**src/rtl/sel_scan8.sv**
```systemverilog
// sel_scan8: serializes an 8-bit word through an external selector8 mux.
// Walks the select bus across the held word and returns the mux output as a serial bit.
module sel_scan8 #(
    parameter bit DIR = 1'b0
) (
    input  logic       clk,
    input  logic       rst,
    input  logic [0:7] din,
    input  logic       load_valid,
    output logic       load_ready,
    input  logic       bit_ready,
    input  logic       abort,
    output logic [2:0] s,
    output logic [0:7] a,
    input  logic       x,
    output logic       bit_out,
    output logic       bit_valid,
    output logic       last,
    output logic [7:0] wcnt
);

    typedef enum logic {
        IDLE  = 1'b0,
        SHIFT = 1'b1
    } state_t;

    localparam logic [2:0] START = DIR ? 3'd7 : 3'd0;
    localparam logic [2:0] STOP  = DIR ? 3'd0 : 3'd7;

    state_t     state_q, state_d;
    logic [2:0] s_q, s_d;
    logic [0:7] a_q, a_d;
    logic [7:0] wcnt_q, wcnt_d;
    logic       last_w;

    always_ff @(posedge clk) begin
        if (rst) begin
            state_q <= IDLE;
            s_q     <= 3'd0;
            a_q     <= 8'd0;
            wcnt_q  <= 8'd0;
        end else begin
            state_q <= state_d;
            s_q     <= s_d;
            a_q     <= a_d;
            wcnt_q  <= wcnt_d;
        end
    end

    assign last_w = (s_q == STOP);

    always_comb begin
        state_d    = state_q;
        s_d        = s_q;
        a_d        = a_q;
        wcnt_d     = wcnt_q;
        load_ready = 1'b0;
        bit_valid  = 1'b0;
        last       = 1'b0;
        unique case (state_q)
            IDLE: begin
                load_ready = 1'b1;
                if (load_valid) begin
                    a_d     = din;
                    s_d     = START;
                    state_d = SHIFT;
                end
            end
            SHIFT: begin
                bit_valid = 1'b1;
                last      = last_w;
                // abort wins over a bit handshake, even on the final bit
                if (abort) begin
                    state_d = IDLE;
                end else if (bit_ready) begin
                    if (last_w) begin
                        state_d = IDLE;
                        wcnt_d  = wcnt_q + 8'd1;
                    end else begin
                        s_d = DIR ? s_q - 3'd1 : s_q + 3'd1;
                    end
                end
            end
            default: state_d = IDLE;
        endcase
    end

    assign s       = s_q;
    assign a       = a_q;
    assign wcnt    = wcnt_q;
    assign bit_out = x;

endmodule

```
**config.mk**
```make
export PLATFORM = sky130hd
export DESIGN_NAME = sel_scan8
export DESIGN_NICKNAME = d
export VERILOG_FILES = /design/src/rtl/sel_scan8.sv
export SDC_FILE = /design/constraint.sdc
export NUM_CORES = 1
export LEC_CHECK = 0
export ABC_AREA = 1
export CORE_MARGIN = 5
export CORE_UTILIZATION = 45
export DETAILED_ROUTE_END_ITERATION = 16
export HOLD_SLACK_MARGIN = 0.1
export PLACE_DENSITY = 0.82
export SYNTH_ARGS = -nofsm -noshare
export SYNTH_HDL_FRONTEND = slang
export SYNTH_SLANG_ARGS = --single-unit
```
**constraint.sdc**
```tcl
create_clock -name clk -period 3.9 [get_ports clk]
set_input_delay 0.78 -clock clk [delete_from_list [all_inputs] [get_ports clk]]
set_output_delay 0.78 -clock clk [all_outputs]
set_load 0.05 [all_outputs]
```
# After elaboration in Yosys (flattened, before gate mapping)
# Cells that the tools add are included.
# op_classes
n_addsub	2
multipliers	0
div_mod_pow	0
n_lt_le_gt_ge	0
eq_ne	5
n_shift	0
muxes	13
bitwise_logic	2
reduce_logical	3
# ops
cell	count
3-bit 2-to-1 mux	4
8-bit by 1-bit adder with 8-bit output, second input constant	1
2-bit inequality test, second input constant	4
4-bit AND reduction	2
1-bit 2-to-1 mux	7
3-bit case mux with 2 select lines	1
3-bit by 1-bit adder with 3-bit output, second input constant	1
3-bit equality test, second input constant	1
1-bit inverter	2
1-bit case mux with 2 select lines	1
2-bit AND reduction	1
# word_totals
ff_bits	20
latch_bits	0
ramBits	0
rom_bits	0
input_bits	14
output_inout_bits	23
word_cells	29
n_memories	0

# Longest topological paths before layout
# Gate-level depths: netlist of the first run.
# logic_depth
depth_word	5
mapped_depth	9
depth_no_buf	8

# Worst setup path before layout of the first run
# OpenSTA, ideal clock, no wires.
# synth_timing
path_kind	register to output
from	register s_q[1] (netlist: s[1])
to	output port last
arrival_time_ns	1.454
required_time_ns	3.120
slack_ns	1.666
stages_incl_launch_ff	5
n_path_buf	0
path_cell_list	dfxtp_1 -> ha_1 -> ha_1 -> nand2_1 -> inv_1
# synth_between
elab_chain_cells	2
# synth_rtl
item	line	rtl
start: declaration	31	logic [2:0] s_q, s_d;
start signal: assignment	39	s_q <= 3'd0;
start signal: assignment	44	s_q <= s_d;
3-bit equality test	50	assign last_w = (s_q == STOP);
1-bit 2-to-1 mux	60	unique case (state_q)
end: declaration	18	output logic last,
# No other way between the ends.

# Worst setup path after layout of the first run
# layout_timing
from	register s_q[0] (netlist: s[0])
to	output port last
# The elaborated chain is that of the path after synthesis.

==> out/qor.yml, run 1 <==
synth:
  syn-cell-area_sq_um: 941
  yosysWarnings: 0
  synth_ff_type: "dfxtp_1"
  ys_types: 17
  synth_edf_count: 0
  syn-num-nets: 147
  synth_cells: 130
  avgSynthCellArea_sq_um: 7.24
  ys_seq_area_share_pct: 42.6
  async_flop_share_pct: 0
  ys_ff_latch: 20
worst_setup_path:
  path_class: "register to primary output"
  critPathArrivalTime_ns: 1.93
  cp-start-kind: "register"
  crit_required_ns: 3.12
  critPathMaxFanout: 4
  cp-end-kind: "primary output"
clock_network:
  cts_buffers: 3
  cts_buffer_depth: 2
  cts_post_setup_buffers_inserted: 0
  cts_htree_levels: 1
  clk_pin_slew_worst_paths_ns: 0.11
  cts_root_buf: "clkbuf_4"
  clkLatencyLatePin_ns: 0.29
  cts_hold_buf: 0
  cts_tree: "done"
  cts_sinks: 20
  cts_resized: 0
placed_design:
  gp_congestion: 0.711
  hpwl_um: 1670
  port-buffer-count: 34
  dp_slack_ns: 1.50
sta:
  timing.fmax_ghz: 0.368
  setup-tns-final_ns: 0
  slew_viol_final: 0
  rsz0062_at_grt: "false"
  final-setup-viol-count: 0
  finalHoldWorstSlack_ns: 0.492
  layout_setup_ws_ns: 1.19
  worst_pin_slew_ns: 0.514
  final.period_utilization_pct: 69.6
  min_period_ns: 2.71
  finalClockSkew_ns: 0.000760
  timing.slew.headroom_pct: 65.6
  hold_violations: 0
route:
  routed_wl_um: 2110
  drt_iter0_markers: 21
  vias_per_cell: 4.70
  ant_nets: 0
  num_vias: 897
  drc_errors: 0
  firstDrtPassIters: 4
  wl_per_cell_um: 11.0
floorplan:
  dieWidth_um: 55.7
  die_y_um: 55.7
  start_util_pct: 47.5
  io_pins: 37
  dieArea_sq_um: 3110
  core_area_sq_um: 1980
  rows: 16
power:
  power_leakage_uw: 0.000572
  power_density_nw_per_um2: 348
  peakVddDrop_mv: 0.293
  p_total_uw: 466
global_routing:
  grt_max_degree: 18
  track_usage_pct: 14.4
  antenna_found_initial: 0
  overflow: 0
  grt_pass1_vias: 935
  grt_pass1_wl_um: 3770
layout:
  diodes: 0
  final_common_cell: "clkdlybuf4s50_1"
  area_delta_synth_final_pct: 42.3
  nNetsFinal: 182
  layout-drive-gt1-share_pct: 6.71
  final_cell_mix: "34 x clkdlybuf4s50_1, 27 x nor2_1, 22 x nand2_1, 20 x dfxtp_1, 18 x inv_1"
outcome:
  status: "complete, no violations"
worst_hold_path:
  min_path_type: "register to register"
flow_run:
  cap_viol_max_count: 0
## registers in the layout (all words and copies together), names as in the netlist
signal   cells
wcnt         8
state_q      1
a            8
s            3
## where the power goes
part | switching [uW] | internal, uW | leakage (uW)
logic | 51.7 | 30.9 | 0.000381
registers | 4.74 | 212 | 0.000163
clock network | 63.0 | 104 | 0.0000279
total | 119 | 347 | 0.000572
## metal layers
layer	GRT usage, %	share of wire, %	vias to the layer above
li1	-	-	478
met1	14.8	40	394
met2	28.2	51	25
met3	4.87	9.0	0
met4	2.08	0	0
met5	0	0	-
## worst max-delay path: stages (launching register included)
cell	delay [ns]
dfxtp_1	0.37
ha_1	0.15
ha_1	0.21
nand2_1	0.07
inv_1	0.05
clkdlybuf4s50_1	0.79
## cell usage after synthesis, types with 2 or more instances
master   instances  share of area [%]
nand2_1         22                8.8
a21oi_1          7                3.7
nand4_1          6                4.0
dfxtp_1         20                 43
buf_2            2                1.1
o21ai_0         10                5.3
inv_1           18                7.2
nor2_2           2                1.3
nor2_1          27                 11
ha_1             3                4.0
nand3_2          2                2.1
nand3_1          6                3.2
## through the flow
stage               instance area (sq um)  util [%]  instances
floorplan                             941         -        130
global placement                     1290      64.9        187
detailed placement                   1290      64.9        187
CTS                                  1340      67.6        191
global route                         1340      67.6        191
finish                               1340      67.6        191
## kinds of logic (layout without fill, tap and decap cells)
logic type / Yosys count / count (layout) / share of synthesized area (%)
buf+inv: 22 / 56 / 10.2
flops: 20 / 20 / 42.6
fa+ha+maj: 3 / 3 / 3.99
compound gates: 17 / 17 / 9.04
simple gates: 68 / 68 / 34.2
## path summary, 6_finish.rpt
path	start	endpoint	slack (ns)	depth (start not counted)
setup / recovery	s[0]	last	1.19	5
hold / removal	a[6]	a[6]	0.49	2
setup reg to reg	s[0]	wcnt[7]	2.32	8
hold reg to reg	a[6]	a[6]	0.49	2
## final cells by class
cell class	instances	area, sq um
multi-input combinational	88	444
sequential	20	400
tap	27	33.8
fill	176	643
clock buffer	3	22.5
inverter	18	67.6
timing repair buffer	34	340
clock inverter	1	30.0
(Power assumes the default switching activity.)
==> run 2: changes to the inputs <==
CORE_UTILIZATION = 42   (was 45)
PLACE_DENSITY = 0.78   (was 0.82)
clock period = 2.64 ns   (was 3.9 ns; I/O delays follow)
==> out/qor.yml, run 2 (synthesized netlist as in run 1, its figures left out) <==
worst_setup_path:
  crit_path_top_delay_cell: "clkdlybuf4s50_1"
  crit_family: "buffers and inverters"
  cp-start-kind: "register"
  worst-path-buf-inv: 2  # unchanged
  path_class: "register to primary output"
  cp-end-kind: "primary output"
  startpoint: "s[1]"
  cpMostUsedCell: "ha_1"
  cp_cell_sequence: "ha_1 > ha_1 > nand2_1 > inv_1 > clkdlybuf4s50_1"
  crit_required_ns: 2.11  # -1.01 ns
  cpPeakStageDelay_ns: 0.80  # about the same
  r2r_start: "s[1]"
  critPathMaxFanout: 4  # unchanged
  critPathArrivalTime_ns: 1.99  # +0.06 ns
floorplan:
  core_area_sq_um: 2170  # +9.5%
  io_pins: 37  # unchanged
  rows: 17  # +1
  start_util_pct: 43.4  # -4.1 points
  dieWidth_um: 57.3  # +2.9%
  die_y_um: 57.3  # +2.9%
  dieArea_sq_um: 3290  # +5.8%
route:
  firstDrtPassIters: 4  # unchanged
  ant_nets: 0  # unchanged
  wl_per_cell_um: 11.3  # +2.3%
  drc_errors: 0  # unchanged
  vias_per_cell: 4.74  # +0.92%
  num_vias: 910  # +1.4%
  drt_iter0_markers: 27  # +29%
  routed_wl_um: 2170  # +2.8%
clock_network:
  cts_htree_levels: 1  # unchanged
  cts_tree: "done"
  cts_sinks: 20  # unchanged
  cts_resized: 0  # unchanged
  cts_root_buf: "clkbuf_4"
  cts_buffers: 3  # unchanged
  cts_buffer_depth: 2  # unchanged
  clkLatencyLatePin_ns: 0.30  # about the same
  cts_hold_buf: 0  # unchanged
  cts_post_setup_buffers_inserted: 0  # unchanged
  clk_pin_slew_worst_paths_ns: 0.11  # about the same
global_routing:
  grt_pass1_wl_um: 3840  # +1.8%
  track_usage_pct: 14.5  # +0.069 points
  grt_pass1_vias: 923  # -1.3%
  grt_max_degree: 18  # unchanged
  overflow: 0  # unchanged
  antenna_found_initial: 0  # unchanged
sta:
  timing.fmax_ghz: 0.397
  setup-tns-final_ns: 0  # unchanged
  slew_viol_final: 0  # unchanged
  hold_violations: 0  # unchanged
  rsz0062_at_grt: "false"
  final.period_utilization_pct: 95.5
  final-setup-viol-count: 0  # unchanged
  worst_pin_slew_ns: 0.519  # +0.00517 ns
  min_period_ns: 2.52
  finalClockSkew_ns: 0.00220  # +0.00144 ns
  timing.slew.headroom_pct: 65.3  # -0.35 points
flow_run:
  cap_viol_max_count: 0  # unchanged
layout:
  final_common_cell: "clkdlybuf4s50_1"
  fill_cells: 213  # +21%
  nNetsFinal: 182  # unchanged
  layout-drive-gt1-share_pct: 6.71  # unchanged
  post-route-util_pct: 61.0  # -6.5 points
  diodes: 0  # unchanged
  final_cell_mix: "34 x clkdlybuf4s50_1, 27 x nor2_1, 22 x nand2_1, 20 x dfxtp_1, 18 x inv_1"
  area_delta_synth_final_pct: 40.7
outcome:
  status: "complete, no violations"
power:
  power_density_nw_per_um2: 469  # +35%
  p_switching_uw: 177  # +48%
  pwr-share-clk_pct: 28.6  # -7.2 points
  power_leakage_uw: 0.000565  # -1.2%
  p_int_uw: 443  # +28%
  switching_share_pct: 28.6  # +3.0 points
  seq_power_share_pct: 51.6  # +5.1 points
  pwr-share-comb_pct: 19.8  # +2.1 points
  peakVddDrop_mv: 0.411  # +40%
placed_design:
  port-buffer-count: 34  # unchanged
  hpwl_um: 1670  # -0.31%
  gp_congestion: 0.810  # +14%
worst_hold_path:
  hp-start: "a[3]"
  min_path_type: "register to register"
==> run 2: cell types whose count changed in the layout (fill, tap and decap cells not counted) <==
cell / delta
clkbuf_8: +1
bufinv_16: -1
==> run 2: path summary, 6_finish.rpt <==
path | endpoint | cells after the start | slack [ns]
setup / recovery | last | 5 | 0.12
setup reg to reg | wcnt[7] | 8 | 0.99
hold reg to reg | a[3] | 2 | 0.50
hold / removal | a[3] | 2 | 0.50
==> run 2: layout make-up <==
cell class | instances | area [sq um] | share of cell area [%]
multi-input combinational | 88 | 444 | 33.6
tap | 28 | 35.0 | 2.65
timing repair buffer | 34 | 340 | 25.7
inverter | 18 | 67.6 | 5.10
clock buffer | 4 | 36.3 | 2.74
sequential | 20 | 400 | 30.2
==> run 2: power by group through the flow <==
stage          clock, uW  sequential (uW)  combinational, uW
4_1_cts              186              320                124
3_5_place_dp           0              327                123
2_1_floorplan          0              367               35.9
3_3_place_gp           0              327                121
5_1_grt              200              322                131
6_report             177              320                123
==> run 2: per-layer routing <==
layer  vias to the layer above  GRT usage [%]  part of all wire [%]
met3                         4           5.20                   8.8
met4                         0           6.62                  0.97
met5                         -              0                     0
met1                       398           17.1                    44
met2                        30           23.5                    47
li1                        478              -                     -
==> run 2: worst reg2reg max path, delay by kind of cell, from the launching register on <==
kind                       cells  cell delay (ns)
and+or+nand+nor                5             0.79
buffers and inverters          1             0.04
adders and majority gates      2             0.39
DFF                            1             0.38
==> run 2: per-stage QoR <==
step                      setup WS [ns]  power, uW  cells  hold slack (ns)  cell area [sq um]
after floorplan                   0.658        403    130            0.597                941
after global placement            0.526        448    188            0.468               1290
after detailed placement          0.462        450    188            0.479               1290
after CTS                         0.108        630    192            0.502               1320
after global routing             0.0352        653    192            0.519               1320
final                             0.119        620    192            0.496               1320
==> run 3: changes to the inputs <==
--- a/config.mk
+++ b/config.mk
@@ -13,2 +13,3 @@
 export PLACE_DENSITY = 0.78
+export SLEW_MARGIN = 20
 export SYNTH_ARGS = -nofsm -noshare
==> constraint.sdc (replaced) <==
create_clock -name clk -period 2.64 [get_ports clk]
set_input_delay 0.264 -clock clk [delete_from_list [all_inputs] [get_ports clk]]
set_output_delay 0.264 -clock clk [all_outputs]
set_load 0.05 [all_outputs]
==> results of run 3 <==
Same layout as run 2 (identical final DEF). Status: complete, no violations.
Main changes from that run: setup slack after placement 0.462 ns -> 0.726 ns; setup slack after layout 0.119 ns -> 0.383 ns
